==> src/rtl/blaster_pkg.sv <==
// ---------------------------------------------------------------------------
// blaster_pkg
// Shared definitions for the USB-Blaster style host encoder: the bit masks of
// the encoded command byte, the encoder FSM state type, shift/pending limits
// and small helpers that build bit-bang and shift-header bytes.
// ---------------------------------------------------------------------------
package blaster_pkg;

   // Bit positions inside an encoded command byte.
   localparam logic [7:0] MASK_TCK   = 8'h01;
   localparam logic [7:0] MASK_TMS   = 8'h02;
   localparam logic [7:0] MASK_TDI   = 8'h10;
   localparam logic [7:0] MASK_LED   = 8'h20;
   localparam logic [7:0] MASK_READ  = 8'h40;
   localparam logic [7:0] MASK_SHIFT = 8'h80;

   // Largest payload a single shift header can announce (6-bit length field).
   localparam int MAX_SHIFT_LEN = 63;
   localparam int LEN_W         = $clog2(MAX_SHIFT_LEN + 1);

   // Outstanding-response counter width, and the level above which new
   // commands are held off so one more full read-shift cannot overflow it.
   localparam int              PENDING_W          = 8;
   localparam logic [PENDING_W-1:0] PENDING_ACCEPT_MAX = 8'd192;

   typedef enum logic [2:0] {
      IDLE,
      BB_LOW,
      BB_HIGH,
      SH_HDR,
      SH_DATA
   } state_t;

   // Bit-bang byte from individual pin levels.
   function automatic logic [7:0] bb_byte(input logic tms, input logic tdi,
                                          input logic led, input logic tck,
                                          input logic rd);
      logic [7:0] b;
      b = 8'h00;
      if (tck) b = b | MASK_TCK;
      if (tms) b = b | MASK_TMS;
      if (tdi) b = b | MASK_TDI;
      if (led) b = b | MASK_LED;
      if (rd)  b = b | MASK_READ;
      return b;
   endfunction

   // Shift header: SHIFT flag, optional READ flag, payload length in [5:0].
   function automatic logic [7:0] shift_hdr(input logic rd, input logic [LEN_W-1:0] len);
      logic [7:0] b;
      b = MASK_SHIFT | {{(8-LEN_W){1'b0}}, len};
      if (rd) b = b | MASK_READ;
      return b;
   endfunction

endpackage

==> src/rtl/blaster_resp_tracker.sv <==
// ---------------------------------------------------------------------------
// blaster_resp_tracker
// Counts responses owed by the adapter, pairs incoming RX bytes with them,
// flags stray bytes and gives up on a silent adapter after TIMEOUT_CYCLES.
//
// Ports
//   i_clk, i_reset    clock, asynchronous active-high reset
//   i_inc             a readback-generating byte was handed to the TX FIFO
//   i_rx_valid/_byte  response byte from the UART receiver (no backpressure)
//   o_pending         number of responses still owed
//   o_rd_valid/_byte  matched response, one-cycle strobe
//   o_unexpected      one-cycle pulse: RX byte arrived with nothing owed
//   o_timeout         one-cycle pulse: window expired, o_pending cleared
// ---------------------------------------------------------------------------
module blaster_resp_tracker
   import blaster_pkg::*;
#(
   parameter logic [23:0] TIMEOUT_CYCLES = 24'd1_000_000
) (
   input  logic                 i_clk,
   input  logic                 i_reset,
   input  logic                 i_inc,
   input  logic                 i_rx_valid,
   input  logic [7:0]           i_rx_byte,
   output logic [PENDING_W-1:0] o_pending,
   output logic                 o_rd_valid,
   output logic [7:0]           o_rd_byte,
   output logic                 o_unexpected,
   output logic                 o_timeout
);

   logic [PENDING_W-1:0] pending_q, pending_d;
   logic [23:0]          tmo_cnt_q, tmo_cnt_d;
   logic                 rd_valid_q, rd_valid_d;
   logic [7:0]           rd_byte_q, rd_byte_d;
   logic                 unexpected_q, unexpected_d;
   logic                 timeout_q, timeout_d;
   logic                 matched;

   // A byte counts as a real response if something is owed, or if the very
   // request it answers is being counted in this same cycle.
   assign matched = i_rx_valid && ((pending_q != '0) || i_inc);

   always_comb begin
      pending_d    = pending_q;
      tmo_cnt_d    = tmo_cnt_q;
      timeout_d    = 1'b0;
      rd_valid_d   = matched;
      rd_byte_d    = matched ? i_rx_byte : rd_byte_q;
      unexpected_d = i_rx_valid && !matched;

      case ({i_inc, matched})
         2'b10:   pending_d = pending_q + 1'b1;
         2'b01:   pending_d = pending_q - 1'b1;
         default: pending_d = pending_q;
      endcase

      // Window restarts on every response and is idle while nothing is owed.
      if (i_rx_valid || (pending_q == '0)) begin
         tmo_cnt_d = '0;
      end else if (tmo_cnt_q >= TIMEOUT_CYCLES - 24'd1) begin
         timeout_d = 1'b1;
         tmo_cnt_d = '0;
         // Owed responses are written off; a request leaving this very cycle
         // is still owed.
         pending_d = i_inc ? PENDING_W'(1) : '0;
      end else begin
         tmo_cnt_d = tmo_cnt_q + 24'd1;
      end
   end

   always_ff @(posedge i_clk or posedge i_reset) begin
      if (i_reset) begin
         pending_q    <= '0;
         tmo_cnt_q    <= '0;
         rd_valid_q   <= 1'b0;
         rd_byte_q    <= '0;
         unexpected_q <= 1'b0;
         timeout_q    <= 1'b0;
      end else begin
         pending_q    <= pending_d;
         tmo_cnt_q    <= tmo_cnt_d;
         rd_valid_q   <= rd_valid_d;
         rd_byte_q    <= rd_byte_d;
         unexpected_q <= unexpected_d;
         timeout_q    <= timeout_d;
      end
   end

   assign o_pending    = pending_q;
   assign o_rd_valid   = rd_valid_q;
   assign o_rd_byte    = rd_byte_q;
   assign o_unexpected = unexpected_q;
   assign o_timeout    = timeout_q;

endmodule

==> src/rtl/blaster_host_encoder.sv <==
// ---------------------------------------------------------------------------
// blaster_host_encoder
// Turns JTAG bit-bang and byte-shift commands into the USB-Blaster byte
// protocol for a UART TX FIFO, and routes adapter responses back as readback
// bytes.  A bit-bang command emits two bytes (TCK low, then TCK high); a
// shift command emits a header byte followed by len payload bytes.
//
// Ports
//   i_clk, i_reset               clock, asynchronous active-high reset
//   i_cmd_valid/o_cmd_ready      command handshake
//   i_cmd_shift, i_cmd_read      shift command / request readback
//   i_cmd_tms/_tdi/_led          pin levels for a bit-bang step
//   i_cmd_len                    shift payload length (0 = discard command)
//   i_data_valid/o_data_ready    shift payload byte handshake, i_data
//   o_tx_valid/i_tx_ready        encoded byte stream, o_tx_byte
//   i_rx_valid, i_rx_byte        adapter responses
//   o_rd_valid, o_rd_byte        readback bytes (one-cycle strobe)
//   o_pending                    responses still owed
//   o_busy                       command in progress or byte not yet taken
//   o_unexpected, o_timeout      stray-byte / response-timeout pulses
// ---------------------------------------------------------------------------
module blaster_host_encoder
   import blaster_pkg::*;
#(
   parameter logic [23:0] TIMEOUT_CYCLES = 24'd1_000_000
) (
   input  logic                 i_clk,
   input  logic                 i_reset,
   input  logic                 i_cmd_valid,
   output logic                 o_cmd_ready,
   input  logic                 i_cmd_shift,
   input  logic                 i_cmd_read,
   input  logic                 i_cmd_tms,
   input  logic                 i_cmd_tdi,
   input  logic                 i_cmd_led,
   input  logic [5:0]           i_cmd_len,
   input  logic                 i_data_valid,
   output logic                 o_data_ready,
   input  logic [7:0]           i_data,
   output logic                 o_tx_valid,
   input  logic                 i_tx_ready,
   output logic [7:0]           o_tx_byte,
   input  logic                 i_rx_valid,
   input  logic [7:0]           i_rx_byte,
   output logic                 o_rd_valid,
   output logic [7:0]           o_rd_byte,
   output logic [PENDING_W-1:0] o_pending,
   output logic                 o_busy,
   output logic                 o_unexpected,
   output logic                 o_timeout
);

   state_t           state_q, state_d;
   logic             tx_valid_q, tx_valid_d;
   logic [7:0]       tx_byte_q, tx_byte_d;
   logic             tx_rd_q, tx_rd_d;        // byte in register owes a response
   logic [LEN_W-1:0] rem_q, rem_d;            // payload bytes still to accept
   logic             shift_rd_q, shift_rd_d;  // current shift requested readback

   logic             cmd_ready;
   logic             data_ready;
   logic             tx_fire;
   logic             cmd_fire;
   logic             data_fire;
   logic [PENDING_W-1:0] pending;

   always_comb begin
      // NOTE: every output of this block gets a default before the case, so
      // no path leaves a signal unassigned and no latch is inferred.
      state_d    = state_q;
      tx_valid_d = tx_valid_q;
      tx_byte_d  = tx_byte_q;
      tx_rd_d    = tx_rd_q;
      rem_d      = rem_q;
      shift_rd_d = shift_rd_q;

      cmd_ready  = (state_q == IDLE) && !tx_valid_q && (pending <= PENDING_ACCEPT_MAX);
      data_ready = (state_q == SH_DATA) && (!tx_valid_q || i_tx_ready);
      tx_fire    = tx_valid_q && i_tx_ready;
      cmd_fire   = i_cmd_valid && cmd_ready;
      data_fire  = i_data_valid && data_ready;

      // Register empties on a handshake unless reloaded below.
      if (tx_fire) tx_valid_d = 1'b0;

      // The state names the byte currently held (or next to be loaded).
      case (state_q)
         IDLE: begin
            if (cmd_fire) begin
               if (i_cmd_shift) begin
                  // A zero-length shift is consumed without emitting anything.
                  if (i_cmd_len != '0) begin
                     tx_valid_d = 1'b1;
                     tx_byte_d  = shift_hdr(i_cmd_read, LEN_W'(i_cmd_len));
                     tx_rd_d    = 1'b0;
                     rem_d      = LEN_W'(i_cmd_len);
                     shift_rd_d = i_cmd_read;
                     state_d    = SH_HDR;
                  end
               end else begin
                  tx_valid_d = 1'b1;
                  tx_byte_d  = bb_byte(i_cmd_tms, i_cmd_tdi, i_cmd_led, 1'b0, i_cmd_read);
                  tx_rd_d    = i_cmd_read;
                  state_d    = BB_LOW;
               end
            end
         end

         BB_LOW: begin
            // Rising TCK edge: same pins, no second readback.
            if (tx_fire) begin
               tx_valid_d = 1'b1;
               tx_byte_d  = (tx_byte_q | MASK_TCK) & ~MASK_READ;
               tx_rd_d    = 1'b0;
               state_d    = BB_HIGH;
            end
         end

         BB_HIGH: begin
            if (tx_fire) state_d = IDLE;
         end

         SH_HDR: begin
            if (tx_fire) state_d = SH_DATA;
         end

         SH_DATA: begin
            if (data_fire) begin
               tx_valid_d = 1'b1;
               tx_byte_d  = i_data;
               tx_rd_d    = shift_rd_q;
               rem_d      = rem_q - LEN_W'(1);
               // Last payload byte may still be draining when IDLE is reached;
               // o_cmd_ready stays low until it has gone.
               if (rem_q == LEN_W'(1)) state_d = IDLE;
            end
         end

         default: state_d = IDLE;
      endcase
   end

   always_ff @(posedge i_clk or posedge i_reset) begin
      if (i_reset) begin
         state_q    <= IDLE;
         tx_valid_q <= 1'b0;
         tx_byte_q  <= '0;
         tx_rd_q    <= 1'b0;
         rem_q      <= '0;
         shift_rd_q <= 1'b0;
      end else begin
         // NOTE: non-blocking assignments so every flop samples the values
         // from before this edge, independent of statement order.
         state_q    <= state_d;
         tx_valid_q <= tx_valid_d;
         tx_byte_q  <= tx_byte_d;
         tx_rd_q    <= tx_rd_d;
         rem_q      <= rem_d;
         shift_rd_q <= shift_rd_d;
      end
   end

   blaster_resp_tracker #(
      .TIMEOUT_CYCLES (TIMEOUT_CYCLES)
   ) u_resp_tracker (
      .i_clk        (i_clk),
      .i_reset      (i_reset),
      .i_inc        (tx_fire && tx_rd_q),
      .i_rx_valid   (i_rx_valid),
      .i_rx_byte    (i_rx_byte),
      .o_pending    (pending),
      .o_rd_valid   (o_rd_valid),
      .o_rd_byte    (o_rd_byte),
      .o_unexpected (o_unexpected),
      .o_timeout    (o_timeout)
   );

   assign o_cmd_ready  = cmd_ready;
   assign o_data_ready = data_ready;
   assign o_tx_valid   = tx_valid_q;
   assign o_tx_byte    = tx_byte_q;
   assign o_pending    = pending;
   assign o_busy       = (state_q != IDLE) || tx_valid_q;

endmodule

==> config.mk <==
export PLATFORM = sky130hd
export DESIGN_NAME = blaster_host_encoder
export DESIGN_NICKNAME = d
export VERILOG_FILES = /design/src/rtl/blaster_pkg.sv /design/src/rtl/blaster_resp_tracker.sv /design/src/rtl/blaster_host_encoder.sv
export SDC_FILE = /design/constraint.sdc
export NUM_CORES = 1
export LEC_CHECK = 0
export ABC_AREA = 1
export BUFFER_PORTS_ARGS = -buffer_cell sky130_fd_sc_hd__buf_2
export CAP_MARGIN = 15
export CORE_MARGIN = 1
export CORE_UTILIZATION = 49
export CTS_CLUSTER_DIAMETER = 60
export CTS_CLUSTER_SIZE = 30
export DETAILED_ROUTE_END_ITERATION = 12
export PLACE_DENSITY = 0.71
export SLEW_MARGIN = 40
export SYNTH_ARGS = -nofsm -noshare
export SYNTH_HDL_FRONTEND = slang
export SYNTH_HIERARCHICAL = 1
export SYNTH_SLANG_ARGS = --single-unit
==> constraint.sdc <==
create_clock -name i_clk -period 6.16 [get_ports i_clk]
set_input_delay 0.924 -clock i_clk [delete_from_list [all_inputs] [get_ports i_clk]]
set_output_delay 0.924 -clock i_clk [all_outputs]
set_load 0.005 [all_outputs]
==> metrics.cfg <==
[floorplan]
die-area_sq_mm=0.00813
initial_core_util_pct=51.7
rows=31
fp.dieW_um=90.2
die_height_um=90.2
core-area_sq_mm=0.00737
pin_count=64

[route]
dr.pass1.iters=4
viasPerCell=4.99
num_vias=3377
routedWlPerCell_um=12.2
drc=0
drt.antenna.violating_nets=0
dr.first_iter.drc_count=175
wirelength_um=8260

[worst_setup_path]
cp_common_cell=nand2_1
critPathKind=input pin to flop
worstPathArrival_ns=3.33
worst-endpoint-required_ns=6.40
critical_path.startpoint=i_tx_ready
crit_slowest_cell=ha_1
worst_setup_path_start_kind=input pin
r2r-start=u_resp_tracker/o_pending[0]$_DFF_PP0_
path_cells=buf_2 > nand2_1 > nor2_1 > inv_1 > nand2_1 > nand2_2 > inv_2 > ha_1 > ha_1 > or2_2 > nand3_1 > nand3b_1 > nand3_1 > o21ai_0 > nand2_1 > inv_1
cp_max_fo=10
slowest_delay_ns=0.41
end_kind=flop

[clock_tree]
cts.htree.levels=3
clk_path_buf_depth=2
post_cts_buffers=0
cts_tree=done
cts-resized-gates=0
cts.clk_slew.worst_paths_ns=0.08
cts_sinks=63
cts_buffers=9
insertion_delay_ns=0.34
cts-root-buf=clkbuf_8
hold_buffers=0

[power_and_ir_drop]
leakagePower_nw=2.33
swShare_pct=38.8
power.density_mw_per_mm2=386
p_comb_share_pct=39.9
vdd_drop_max_mv=0.162
power_mw=1.72
p_clk_share_pct=26.1
p_int_mw=1.05
p_sw_mw=0.667
seqPwrFrac_pct=34.0

[sta]
slew_headroom_pct=55.4
fin_ws_ns=3.08
hold_viol=0
worst_slew_pin_slew_ns=0.667
slew_viol_final=0
setup_tns_ns=0
hold_ws_ns=0.471
final.setup_skew_ns=0.00921
rsz0062_at_grt=no
clock.fmax_ghz=0.324
finalCritPeriodShare_pct=50.1
setup_violations=0
period_minus_slack_ns=3.08

[placed_design]
preCtsSetupSlack_ns=2.72
dp.cells=661
hpwlAfterDp_um=6170
place.gp.congestion=0.828
io_buffers=63

[global_route]
first_global_vias=3201
antenna_found_initial=0
grt_max_degree=44
grt_pass1_wl_um=14500
globalRouteOverflowTotal=0
track_usage_pct=22.0

[yosys]
ys_top_cells_by_area=dfrtp_1 (41%), nand2_1 (14%), nor2_1 (6.6%), inv_1 (4.6%), nand3_1 (4.3%)
ys_types=38
ys_seq_area_share_pct=41.4
synth_top_area_share_pct=41.4
synth_most_common_cell=nand2_1
synth-async-reset-ratio_pct=100
synth-edff-count=0
netlist_top_cells_count=nand2_1 (147), nor2_1 (67), dfrtp_1 (63)
yosys_warnings=6
netlist_area_sq_mm=0.00381
ys_seq_elements=63
yosysTopAreaCell=dfrtp_1
synth_flop_cell=dfrtp_1
avgSynthCellArea_sq_um=7.61
synth_cells=501

[cells_and_area]
area_growth_pct=16.9
final_layout_size_suffix_gt1_share_pct=23.5
instances_no_fill=677
diodes=0
nets=617

[run_status]
status=completed

[run]
maxCapViolCount=0

[hold_path]
min-delay-start=o_tx_byte[3]$_DFFE_PP0P_
hold_path.class=flop to flop

layer usage:
metal	global-route usage, %	vias up	share of wire (%)
met1	29.1	1567	47
met4	7.12	0	0.92
li1	-	1731	-
met5	0	-	0
met3	4.48	7	4.4
met2	36.1	72	48
critical path: cells and delay by family:
kind / cells / cell delay [ns]
AND/OR/NAND/NOR: 9 / 1.13
adder cells (fa/ha/maj): 2 / 0.75
buffers and inverters: 4 / 0.43
AO/OA/AOI/OAI: 1 / 0.08
cell usage in the layout, fill, tap and decap left out, drive strengths merged, types with 4 or more instances in the layout:
master  count
or2         4
ha         10
nor2       79
a21oi      16
xor2       11
nand3      36
o21ai      18
nor3       14
buf        64
conb        4
nand4      12
inv        57
clkbuf      9
nand2     159
dfrtp      63
power groups by stage:
stage / sequential (mW) / clock [mW] / combinational [mW]
global route: 0.601 / 0.477 / 0.794
detailed placement: 0.594 / 0 / 0.686
floorplan: 0.590 / 0 / 0.501
global placement: 0.591 / 0 / 0.675
CTS: 0.587 / 0.457 / 0.690
finish: 0.586 / 0.449 / 0.687
cells by family after synthesis:
kind of cell    count (synthesis)  share of synthesized area [%]
simple gates                  306                           37.1
mux                             2                          0.525
other cells                     1                         0.0984
fa+ha+maj                      11                           3.81
buf+inv                        63                           7.09
compound gates                 41                           6.80
flops                          63                           41.4
xor+xnor                       14                           3.22
state kept, by name (all words and copies together) (netlist names):
signal and cells:
u_resp_tracker/o_pending 8, rem_q 6, tx_rd_q 1, u_resp_tracker/o_rd_byte 8, u_resp_tracker/o_timeout 1, o_tx_valid 1
u_resp_tracker/o_unexpected 1, shift_rd_q 1, o_tx_byte 8, u_resp_tracker/tmo_cnt_q 24, state_q 3, u_resp_tracker/o_rd_valid 1
metrics by stage:
step	utilization (%)	instance area, sq um
finish	60.5	4460
CTS	60.5	4460
floorplan	-	3820
detailed placement	57.2	4210
global route	60.5	4460
global placement	57.2	4210
final cells by class:
class	instances	area [sq um]
multi-input combinational	378	1980
clock inverter	7	120
inverter	57	214
sequential	63	1580
fill	697	2910
clock buffer	9	124
tap	99	124
timing repair buffer	64	323
worst paths after layout:
check                                                         endpoint  slack, ns  cells past startpoint
worst max-delay path             u_resp_tracker/o_pending[5]$_DFF_PP0_       3.08                     16
worst min-delay path                          o_tx_byte[3]$_DFFE_PP0P_       0.47                      2
worst max register to register   u_resp_tracker/o_pending[5]$_DFF_PP0_       3.24                     15
worst min register to register                o_tx_byte[3]$_DFFE_PP0P_       0.47                      2
max in group asynchronous       u_resp_tracker/tmo_cnt_q[21]$_DFF_PP0_       5.04                      3
min in group asynchronous                         rem_q[3]$_DFFE_PP0P_       0.58                      2
Power figures use the tool's default switching activity.
